File: src/rtl/run_seq_pkg.sv
// run_seq_pkg: shared definitions for the run_sequencer job controller.
//   - state_t      : FSM encoding (IDLE=0, LOAD=1, RST=2, RUN=3)
//   - defaults     : RST_CYCLES_DEFAULT, MAX_CYCLES_DEFAULT
//   - geometry     : memory depth 256, word width 16, derived address,
//                    length and cycle-counter widths
package run_seq_pkg;

    typedef enum logic [1:0] {
        ST_IDLE = 2'd0,
        ST_LOAD = 2'd1,
        ST_RST  = 2'd2,
        ST_RUN  = 2'd3
    } state_t;

    localparam int RST_CYCLES_DEFAULT = 2;
    localparam int MAX_CYCLES_DEFAULT = 4096;

    localparam int MEM_DEPTH = 256;
    localparam int WORD_W    = 16;
    localparam int ADDR_W    = $clog2(MEM_DEPTH);
    // One extra bit so a full-depth program length (256) is representable.
    localparam int LEN_W     = ADDR_W + 1;
    localparam int CNT_W     = 16;

endpackage

File: src/rtl/run_sequencer_if.sv
// run_sequencer_if: valid/ready program word stream into the sequencer.
//   s_valid : word present (source -> sequencer)
//   s_data  : program word (source -> sequencer)
//   s_ready : sequencer accepts the word this cycle (sequencer -> source)
// modport master: the program source; modport slave: the sequencer.
interface run_sequencer_if;
    import run_seq_pkg::*;

    logic              s_valid;
    logic [WORD_W-1:0] s_data;
    logic              s_ready;

    modport master (
        output s_valid,
        output s_data,
        input  s_ready
    );

    modport slave (
        input  s_valid,
        input  s_data,
        output s_ready
    );

endinterface

File: src/rtl/run_sequencer_timer.sv
// run_timer: clearable up-counter with a terminal-count compare.
//   clk, reset  : clock and synchronous active-high reset
//   clear       : force the count to 0 (takes priority over inc)
//   inc         : advance the count by one
//   tc_value    : terminal count to compare against
//   at_tc       : count currently equals tc_value
// The sequencer shares one instance between the CPU reset hold and the
// run timeout by switching tc_value with its state.
module run_timer #(
    parameter int W = 16
) (
    input  logic         clk,
    input  logic         reset,
    input  logic         clear,
    input  logic         inc,
    input  logic [W-1:0] tc_value,
    output logic         at_tc
);

    logic [W-1:0] count_reg;

    always_ff @(posedge clk) begin
        if (reset || clear) begin
            count_reg <= '0;
        end else if (inc) begin
            count_reg <= count_reg + W'(1);
        end
    end

    assign at_tc = (count_reg == tc_value);

endmodule

File: src/rtl/run_sequencer.sv
// run_sequencer: job controller for the 16-bit multicycle computer.
// Loads a program from a valid/ready stream into the computer's memory,
// holds the CPU in reset for RST_CYCLES, runs it until done or MAX_CYCLES,
// and captures out_r as the job result.
//   clk, reset        : clock, synchronous active-high reset
//   start, prog_len   : job request (IDLE only) and program length 0..256
//   s                 : program word stream (slave side)
//   addr_tb/data_tb/we_tb : memory load port to the computer
//   cpu_reset, cpu_on : computer control
//   cpu_out_r, cpu_done : computer status
//   busy, result, result_valid, timed_out : job status
module run_sequencer
    import run_seq_pkg::*;
#(
    parameter int RST_CYCLES = RST_CYCLES_DEFAULT,
    parameter int MAX_CYCLES = MAX_CYCLES_DEFAULT
) (
    input  logic              clk,
    input  logic              reset,
    input  logic              start,
    input  logic [LEN_W-1:0]  prog_len,
    run_sequencer_if.slave    s,
    output logic [ADDR_W-1:0] addr_tb,
    output logic [WORD_W-1:0] data_tb,
    output logic              we_tb,
    output logic              cpu_reset,
    output logic              cpu_on,
    input  logic [WORD_W-1:0] cpu_out_r,
    input  logic              cpu_done,
    output logic              busy,
    output logic [WORD_W-1:0] result,
    output logic              result_valid,
    output logic              timed_out
);

    localparam logic [CNT_W-1:0] RST_TC = CNT_W'(RST_CYCLES - 1);
    localparam logic [CNT_W-1:0] RUN_TC = CNT_W'(MAX_CYCLES - 1);

    state_t             state_reg;
    logic [LEN_W-1:0]   len_reg;
    logic [LEN_W-1:0]   wc_reg;
    logic [WORD_W-1:0]  result_reg;
    logic               result_valid_reg;
    logic               timed_out_reg;
    logic               s_ready_reg;
    logic               cpu_reset_reg;
    logic               cpu_on_reg;
    logic               busy_reg;

    logic               load_active;
    logic               beat;
    logic               last_beat;
    logic [CNT_W-1:0]   cc_tc_value;
    logic               cc_at_tc;
    logic               cc_clear;
    logic               cc_inc;

    // cc: RST hold counter, then RUN timeout counter. Cleared in IDLE and
    // again on the RST->RUN hand-over so RUN starts counting from 0.
    always_comb begin
        cc_tc_value = (state_reg == ST_RST) ? RST_TC : RUN_TC;
        cc_clear    = (state_reg == ST_IDLE) || ((state_reg == ST_RST) && cc_at_tc);
        cc_inc      = (state_reg == ST_RST) || (state_reg == ST_RUN);
    end

    run_timer #(.W(CNT_W)) u_cc (
        .clk      (clk),
        .reset    (reset),
        .clear    (cc_clear),
        .inc      (cc_inc),
        .tc_value (cc_tc_value),
        .at_tc    (cc_at_tc)
    );

    // Load port is a combinational pass-through of the stream while loading,
    // so a word is written in the same cycle it is accepted.
    assign load_active = (state_reg == ST_LOAD);
    assign beat        = load_active && s.s_valid;
    // len is never 0 in LOAD, so len-1 does not underflow; with len=256 the
    // last beat is at wc=255 and the address never wraps.
    assign last_beat   = beat && (wc_reg == (len_reg - LEN_W'(1)));

    assign we_tb   = beat;
    assign addr_tb = load_active ? wc_reg[ADDR_W-1:0] : '0;
    assign data_tb = load_active ? s.s_data : '0;

    always_ff @(posedge clk) begin
        if (reset) begin
            state_reg        <= ST_IDLE;
            len_reg          <= '0;
            wc_reg           <= '0;
            result_reg       <= '0;
            result_valid_reg <= 1'b0;
            timed_out_reg    <= 1'b0;
            s_ready_reg      <= 1'b0;
            cpu_reset_reg    <= 1'b1;
            cpu_on_reg       <= 1'b0;
            busy_reg         <= 1'b0;
        end else begin
            case (state_reg)
                ST_IDLE: begin
                    if (start) begin
                        len_reg          <= prog_len;
                        wc_reg           <= '0;
                        result_reg       <= '0;
                        result_valid_reg <= 1'b0;
                        timed_out_reg    <= 1'b0;
                        busy_reg         <= 1'b1;
                        if (prog_len != '0) begin
                            state_reg   <= ST_LOAD;
                            s_ready_reg <= 1'b1;
                        end else begin
                            state_reg   <= ST_RST;
                        end
                    end
                end
                ST_LOAD: begin
                    if (beat) begin
                        wc_reg <= wc_reg + LEN_W'(1);
                    end
                    if (last_beat) begin
                        state_reg   <= ST_RST;
                        s_ready_reg <= 1'b0;
                    end
                end
                ST_RST: begin
                    if (cc_at_tc) begin
                        state_reg     <= ST_RUN;
                        cpu_reset_reg <= 1'b0;
                        cpu_on_reg    <= 1'b1;
                    end
                end
                ST_RUN: begin
                    // done and timeout in the same cycle: done wins.
                    if (cpu_done || cc_at_tc) begin
                        result_reg       <= cpu_out_r;
                        result_valid_reg <= 1'b1;
                        timed_out_reg    <= !cpu_done;
                        state_reg        <= ST_IDLE;
                        cpu_on_reg       <= 1'b0;
                        cpu_reset_reg    <= 1'b1;
                        busy_reg         <= 1'b0;
                    end
                end
                default: begin
                    state_reg <= ST_IDLE;
                end
            endcase
        end
    end

    assign s.s_ready    = s_ready_reg;
    assign cpu_reset    = cpu_reset_reg;
    assign cpu_on       = cpu_on_reg;
    assign busy         = busy_reg;
    assign result       = result_reg;
    assign result_valid = result_valid_reg;
    assign timed_out    = timed_out_reg;

endmodule

File: src/flat_wrapper.sv
// flat-port wrapper written by rule: the top's interface ports become plain ports
module run_sequencer_flat import run_seq_pkg::*;
#(
    parameter int RST_CYCLES = RST_CYCLES_DEFAULT,
    parameter int MAX_CYCLES = MAX_CYCLES_DEFAULT
)
  (clk, reset, start, prog_len, addr_tb, data_tb, we_tb, cpu_reset, cpu_on, cpu_out_r, cpu_done, busy, result, result_valid, timed_out, s_s_valid, s_s_data, s_s_ready);
  run_sequencer_if s_i ();
  input  logic clk;
  input  logic reset;
  input  logic start;
  input  logic [LEN_W-1:0] prog_len;
  output logic [ADDR_W-1:0] addr_tb;
  output logic [WORD_W-1:0] data_tb;
  output logic we_tb;
  output logic cpu_reset;
  output logic cpu_on;
  input  logic [WORD_W-1:0] cpu_out_r;
  input  logic cpu_done;
  output logic busy;
  output logic [WORD_W-1:0] result;
  output logic result_valid;
  output logic timed_out;
  input wire logic [$bits(s_i.s_valid)-1:0] s_s_valid;
  input wire logic [$bits(s_i.s_data)-1:0] s_s_data;
  output wire logic [$bits(s_i.s_ready)-1:0] s_s_ready;
  assign s_i.s_valid = s_s_valid;
  assign s_i.s_data = s_s_data;
  assign s_s_ready = s_i.s_ready;
  run_sequencer #(.RST_CYCLES(RST_CYCLES), .MAX_CYCLES(MAX_CYCLES)) u_core (.clk(clk), .reset(reset), .start(start), .prog_len(prog_len), .s(s_i), .addr_tb(addr_tb), .data_tb(data_tb), .we_tb(we_tb), .cpu_reset(cpu_reset), .cpu_on(cpu_on), .cpu_out_r(cpu_out_r), .cpu_done(cpu_done), .busy(busy), .result(result), .result_valid(result_valid), .timed_out(timed_out));
endmodule
File: config.mk
export PLATFORM = sky130hd
export DESIGN_NAME = run_sequencer_flat
export DESIGN_NICKNAME = d
export VERILOG_FILES = /design/src/rtl/run_seq_pkg.sv /design/src/rtl/run_sequencer_if.sv /design/src/rtl/run_sequencer_timer.sv /design/src/rtl/run_sequencer.sv /design/src/flat_wrapper.sv
export SDC_FILE = /design/constraint.sdc
export NUM_CORES = 1
export LEC_CHECK = 0
export CORE_MARGIN = 3
export CORE_UTILIZATION = 30
export CTS_CLUSTER_DIAMETER = 60
export DETAILED_ROUTE_END_ITERATION = 16
export HOLD_SLACK_MARGIN = 0.06
export PLACE_DENSITY = 0.63
export SLEW_MARGIN = 40
export SYNTH_ARGS = -nofsm -noshare
export SYNTH_HDL_FRONTEND = slang
export SYNTH_SLANG_ARGS = --single-unit
File: constraint.sdc
create_clock -name clk -period 2.4 [get_ports clk]
set_clock_uncertainty 0.2 [all_clocks]
set_input_delay 0.24 -clock clk [delete_from_list [all_inputs] [get_ports clk]]
set_output_delay 0.24 -clock clk [all_outputs]
set_load 0.1 [all_outputs]
# Word level (Yosys, flattened, before mapping)
# Cells that the tools add are included.
# classes
n_addsub	3
n_eq_ne	11
n_mux	31
reduce_logical	19
# op_table
operator	n
$mux W16	3
$pmux W16 S2	1
$mux W9	2
$pmux W9 S2	1
$add A16 B1 Y16 const B	1
$eq A16 B16 Y1	1
$mux W12	1
$pmux W1 S2	6
$mux W1	10
$mux W2	5
$ne A2 B2 Y1 const B	5
$add A9 B1 Y9 const B	1
$eq A9 B9 Y1	1
$reduce_and A3 Y1	3
$reduce_bool A9 Y1	1
$sub A9 B1 Y9 const B	1
$mux W8	1
$pmux W2 S4	1
$reduce_and A4 Y1	2
$reduce_bool A2 Y1	3
$eq A2 B2 Y1 const B	2
$logic_or A1 B1 Y1	4
$logic_and A1 B1 Y1	3
$eq A2 B1 Y1 const B	1
4 further kinds	4
# word_totals
regBits	58
output_inout_bits	47

# Longest topological paths before layout
# depth
word_depth	6
mapped_depth	10
depth_no_buf	8

# Cells and area by module
# Synthesis repeated with hierarchy kept, for this count alone.
# hier_totals
cells_unflattened	397
hier_area_um2	3185.6
# modules_own_cells
mod	instances	cells_each	area_per_inst_um2	seq_area_each_um2
run_sequencer	1	288	2233.4	840.8
run_timer	1	109	952.2	320.3

# Worst setup path after synthesis
# OpenSTA, ideal clock, no wires.
# synth_path
path_type	reg-to-reg
from	reg u_core.state_reg[1]
to	reg u_core.state_reg[1]
t_arrival_ps	2479
required_ps	2079
slack_ps	-400
path_stages_with_launch	9
path_buffers	0
period_less_slack_ps	2800
cell_sequence	dfxtp_1 inv_1 ha_1 and2_2 nand3_1 or4_4 o21ai_2 nand4b_2 mux2_4
# synth_via
elab_cells_between_ends	15
cone_classes	eq/ne: 8; mux: 2; reduce/logical: 5
# synth_rtl
element	line	text
from (decl)	run_sequencer.sv:39	state_t state_reg;
from (signal assigned)	run_sequencer.sv:89	state_reg <= ST_IDLE;
from (signal assigned)	run_sequencer.sv:110	state_reg <= ST_LOAD;
from (signal assigned)	run_sequencer.sv:113	state_reg <= ST_RST;
$eq A2 B1 Y1	run_sequencer.sv:77	assign load_active = (state_reg == ST_LOAD);
$logic_and A1 B1 Y1	run_sequencer.sv:78	assign beat = load_active && s.s_valid;
via we_tb	flat_wrapper.sv:15	output logic we_tb;
$logic_and A1 B1 Y1	run_sequencer.sv:81	assign last_beat = beat && (wc_reg == (len_reg - LEN_W'(1)));
$ne A2 B2 Y1 (no source line)	--	
$reduce_and A4 Y1 (no source line)	--	
# The timed path passes the listed nets, and every way through them passes these cells.
# A chain may end at the register's enable or synchronous reset.

# Worst setup path in the final report
# layout_path
from	reg u_core.len_reg[2]
to	reg u_core.state_reg[1]
# layout_via
elab_chain_len	5
# layout_rtl
element	line	text
from (decl)	run_sequencer.sv:40	logic [LEN_W-1:0] len_reg;
from (signal assigned)	run_sequencer.sv:103	len_reg <= prog_len;
$sub A9 B1 Y9	run_sequencer.sv:81	
$eq A9 B9 Y1	run_sequencer.sv:81	
$logic_and A1 B1 Y1	run_sequencer.sv:81	
$ne A2 B2 Y1 (no source line)	--	
$reduce_and A4 Y1 (no source line)	--	
# No other way between the ends.

==> qor.csv <==
stage;metric;value;unit
status;status;finished, final reports clean;
routing;remaining routing DRC violations;0;
clock_tree;Hold-fix buffers, CTS;0;
synthesis;number of flops mapped to enable cells by yosys;0;
synthesis;Synth area leader;dfxtp_1;
grt;largest net degree at the start of global routing;29;
worst_setup_path;worst reg2reg path startpoint;u_core.len_reg[2]$_SDFFE_PP0P_;
grt;GRT Resource Usage Total;0.142;
worst_setup_path;slowest stage delay, CP;0.52;ns
worst_hold_path;min-delay src;u_core.busy$_SDFFE_PP0P_;
finish;Non-Filler Instances;596;
power_and_ir_drop;clock network power share;0.305;
worst_setup_path;CP Capture Type;register;
timing;RSZ-0062 raised after global routing;false;
placed_design;placed cells;580;
clock_tree;CTS tree;yes;
finish;diode count;0;
grt;initial antenna violation count;0;
routing;drt initial violations;114;
floorplan;Die Y;105;um
timing;Final Hold Viols;0;
synthesis;fraction of registers with async set/reset;0;
placed_design;pre-CTS WS;-0.0746;ns
clock_tree;clock root buffer;clkbuf_8;
finish;area delta synth->final;55.5;%
floorplan;Core Region;9420;um2
routing;Via density;4.78;
power_and_ir_drop;Power Density;799;nW/um2
floorplan;I/O pin count;93;
synthesis;unique cell type count in the Yosys netlist;52;
synthesis;Cell Area, Synth;2970;um2
clock_tree;Longest Clk Path Bufs;2;
synthesis;Seq/Total Area, Yosys;0.391;
clock_tree;Reg clk slew, reported paths;0.07;ns
worst_setup_path;WP data required;2.42;ns
floorplan;Die ar.;11100;um2
timing;worst setup margin;0.114;ns
power_and_ir_drop;sequential power share;0.289;
timing;Hold Slack;0.267;ns
routing;antenna-violating nets left;0;
timing;Min Clock Period, post-route;2.29;ns
clock_tree;Skew-Pair Late Insertion Delay;0.33;ns
worst_setup_path;Critical Path, Cell by Cell;nor3_2, a211oi_1, or4_4, o21ai_4, nand4b_4, mux2_4;
floorplan;die width;105;um
timing;Max-slew headroom;0.602;
finish;area of the multi-input gates;1760;um2
routing;Post-Route WL;7.75;mm
power_and_ir_drop;worst vdd ir;0.325;mV
timing;Setup TNS;0;ns
synthesis;most common flop cell mapped by yosys;dfxtp_1;
power_and_ir_drop;internal power;2320;uW
routing;via count;2847;
synthesis;Syn Area/Cell;8.24;um2
timing;FMAX;0.437;GHz
timing;Final period util;0.953;
power_and_ir_drop;sw power;1370;uW
synthesis;largest cells by area after synthesis;dfxtp_1 39%, nor2_1 7.2%, and2_1 5.5%;
grt;vias in the first global route;2752;
worst_setup_path;Crit Path Max Fanout;7;
timing;worst slew pin tran;0.596;ns
worst_setup_path;Worst Path Arrival;2.30;ns
synthesis;Yosys top cell area share;0.391;
finish;fill count;883;
synthesis;post-synthesis cell count;360;
finish;share of post-route cells with drive strength above 1;0.223;
finish;register area;1160;um2
placed_design;RePlAce Congestion;0.837;
synthesis;Seq cells post-synth;58;
power_and_ir_drop;leakage;0.00175;uW
routing;1st-pass router iterations;4;
flow_run;MaxCap Viol Count;0;
synthesis;warnings from Yosys;0;
worst_setup_path;CP max-delay cell;or4_4;
floorplan;Site Rows;35;
worst_hold_path;Hold Path Class;reg2reg;
worst_setup_path;crit path kind;reg2reg;
power_and_ir_drop;sw frac;0.370;
clock_tree;CTS buffer count;9;
synthesis;Mapped Nets;414;
grt;total congestion overflow;0;
placed_design;PortBufs;92;
timing;Final Setup Violations;0;
worst_setup_path;crit path launch;u_core.len_reg[2]$_SDFFE_PP0P_;
grt;global-route wire length before repair;13.0;mm
clock_tree;H-tree depth;3;
power_and_ir_drop;combinational power share;0.407;
finish;design area;4620;um2
floorplan;initial core utilization;0.315;
routing;DR WL/cell;13.0;um
timing;Final Max Slew Viols;0;
finish;nets@finish;516;
placed_design;Placed Area;4310;um2
clock_tree;postcts setup bufs;0;
worst_setup_path;Startpoint Class;register;
clock_tree;Clock Sinks;58;
placed_design;Post-DP HPWL;5.94;mm
==> power by group through the flow <==
stage	Combinational [uW]	Clock [uW]	Sequential (uW)
floorplan	919	0	1140
global placement	1480	0	1080
detailed placement	1490	0	1080
CTS	1500	1160	1060
global route	1590	1200	1070
finish	1500	1120	1070
==> metal layers <==
metal	global-route usage	share of wire
met5	0	0
met4	0.0478	0.013
met3	0.0435	0.072
met2	0.230	0.45
met1	0.178	0.46
==> layout make-up <==
cell class,count,area share
tap,129,0.0350
timing repair buffer,109,0.269
inverter,10,0.00813
sequential,58,0.252
multi-input combinational,274,0.381
clock inverter,4,0.0211
clock buffer,12,0.0336
==> repair_timing <==
| action | 4_1_cts | 5_1_grt |
|---|---|---|
| pin swaps | 0 | 1 |
| setup endpoints to repair | 17 | 38 |
| gates resized for setup | 2 | 10 |
==> placed cells by master, fill, tap and decap left out, types with 2 or more instances in the layout <==
master and n:
nand3_1 7, and2_1 26, a211oi_1 4, nor3_1 5, mux2i_1 3, clkbuf_8 11
clkdlybuf4s50_1 45, dfxtp_2 2, xnor2_1 9, inv_1 9, a21oi_1 19, buf_12 25
nor2_1 56, dfxtp_1 56, and3_1 2, nand3b_1 2, nor4_2 2, ha_1 5
a22oi_1 17, nor2b_1 3, bufinv_16 3, o31ai_1 2, nand2b_1 2, nand2_1 35
nand4_1 7, or3_1 2, buf_4 39, ha_2 2, nor4_1 5, o21ai_0 11
xor2_1 18
==> synth_stat cells (all sizes together) (2+ instances only) <==
cell,count
a211o,2
a211oi,4
a21oi,19
a22oi,17
a31oi,2
and2,27
and3,3
buf,6
clkbuf,12
dfxtp,58
ha,8
inv,10
mux2i,3
nand2,35
nand2b,2
nand3,8
nand3b,2
nand4,7
nor2,57
nor2b,3
nor3,6
nor4,7
nor4b,2
o211a,2
o21ai,12
o31ai,2
or3,2
xnor2,9
xor2,18
==> cell families (layout without fill, tap and decap cells) <==
kind of cell	count (synthesis)	count (layout)	share of synthesized area
buffers and inverters	28	135	0.0451
AND/OR/NAND/NOR	168	168	0.285
adder cells (fa/ha/maj)	8	8	0.0337
multiplexers	4	4	0.0152
flip-flops	58	58	0.391
XOR/XNOR	27	27	0.0797
AO/OA/AOI/OAI	67	67	0.151
==> worst max-delay path: cells and delay by family (launching register included) <==
kind	cells	cell delay (ns)
AO/OA/AOI/OAI	2	0.30
flip-flops	1	0.39
multiplexers	1	0.30
AND/OR/NAND/NOR	3	1.00
==> through the flow <==
step / total power [uW] / utilization
6_report: 3690 / 0.490
4_1_cts: 3720 / 0.486
2_1_floorplan: 2060 / -
3_3_place_gp: 2560 / 0.458
5_1_grt: 3870 / 0.490
3_5_place_dp: 2580 / 0.458
==> path summary, 6_finish.rpt <==
kind	cells after the start	to	slack [ns]
max	6	u_core.state_reg[1]$_SDFFE_PP0P_	0.11
min	2	u_core.busy$_SDFFE_PP0P_	0.27
max reg2reg	6	u_core.state_reg[1]$_SDFFE_PP0P_	0.11
min reg2reg	2	u_core.busy$_SDFFE_PP0P_	0.27
No activity file was read; power rests on OpenSTA's default activity.
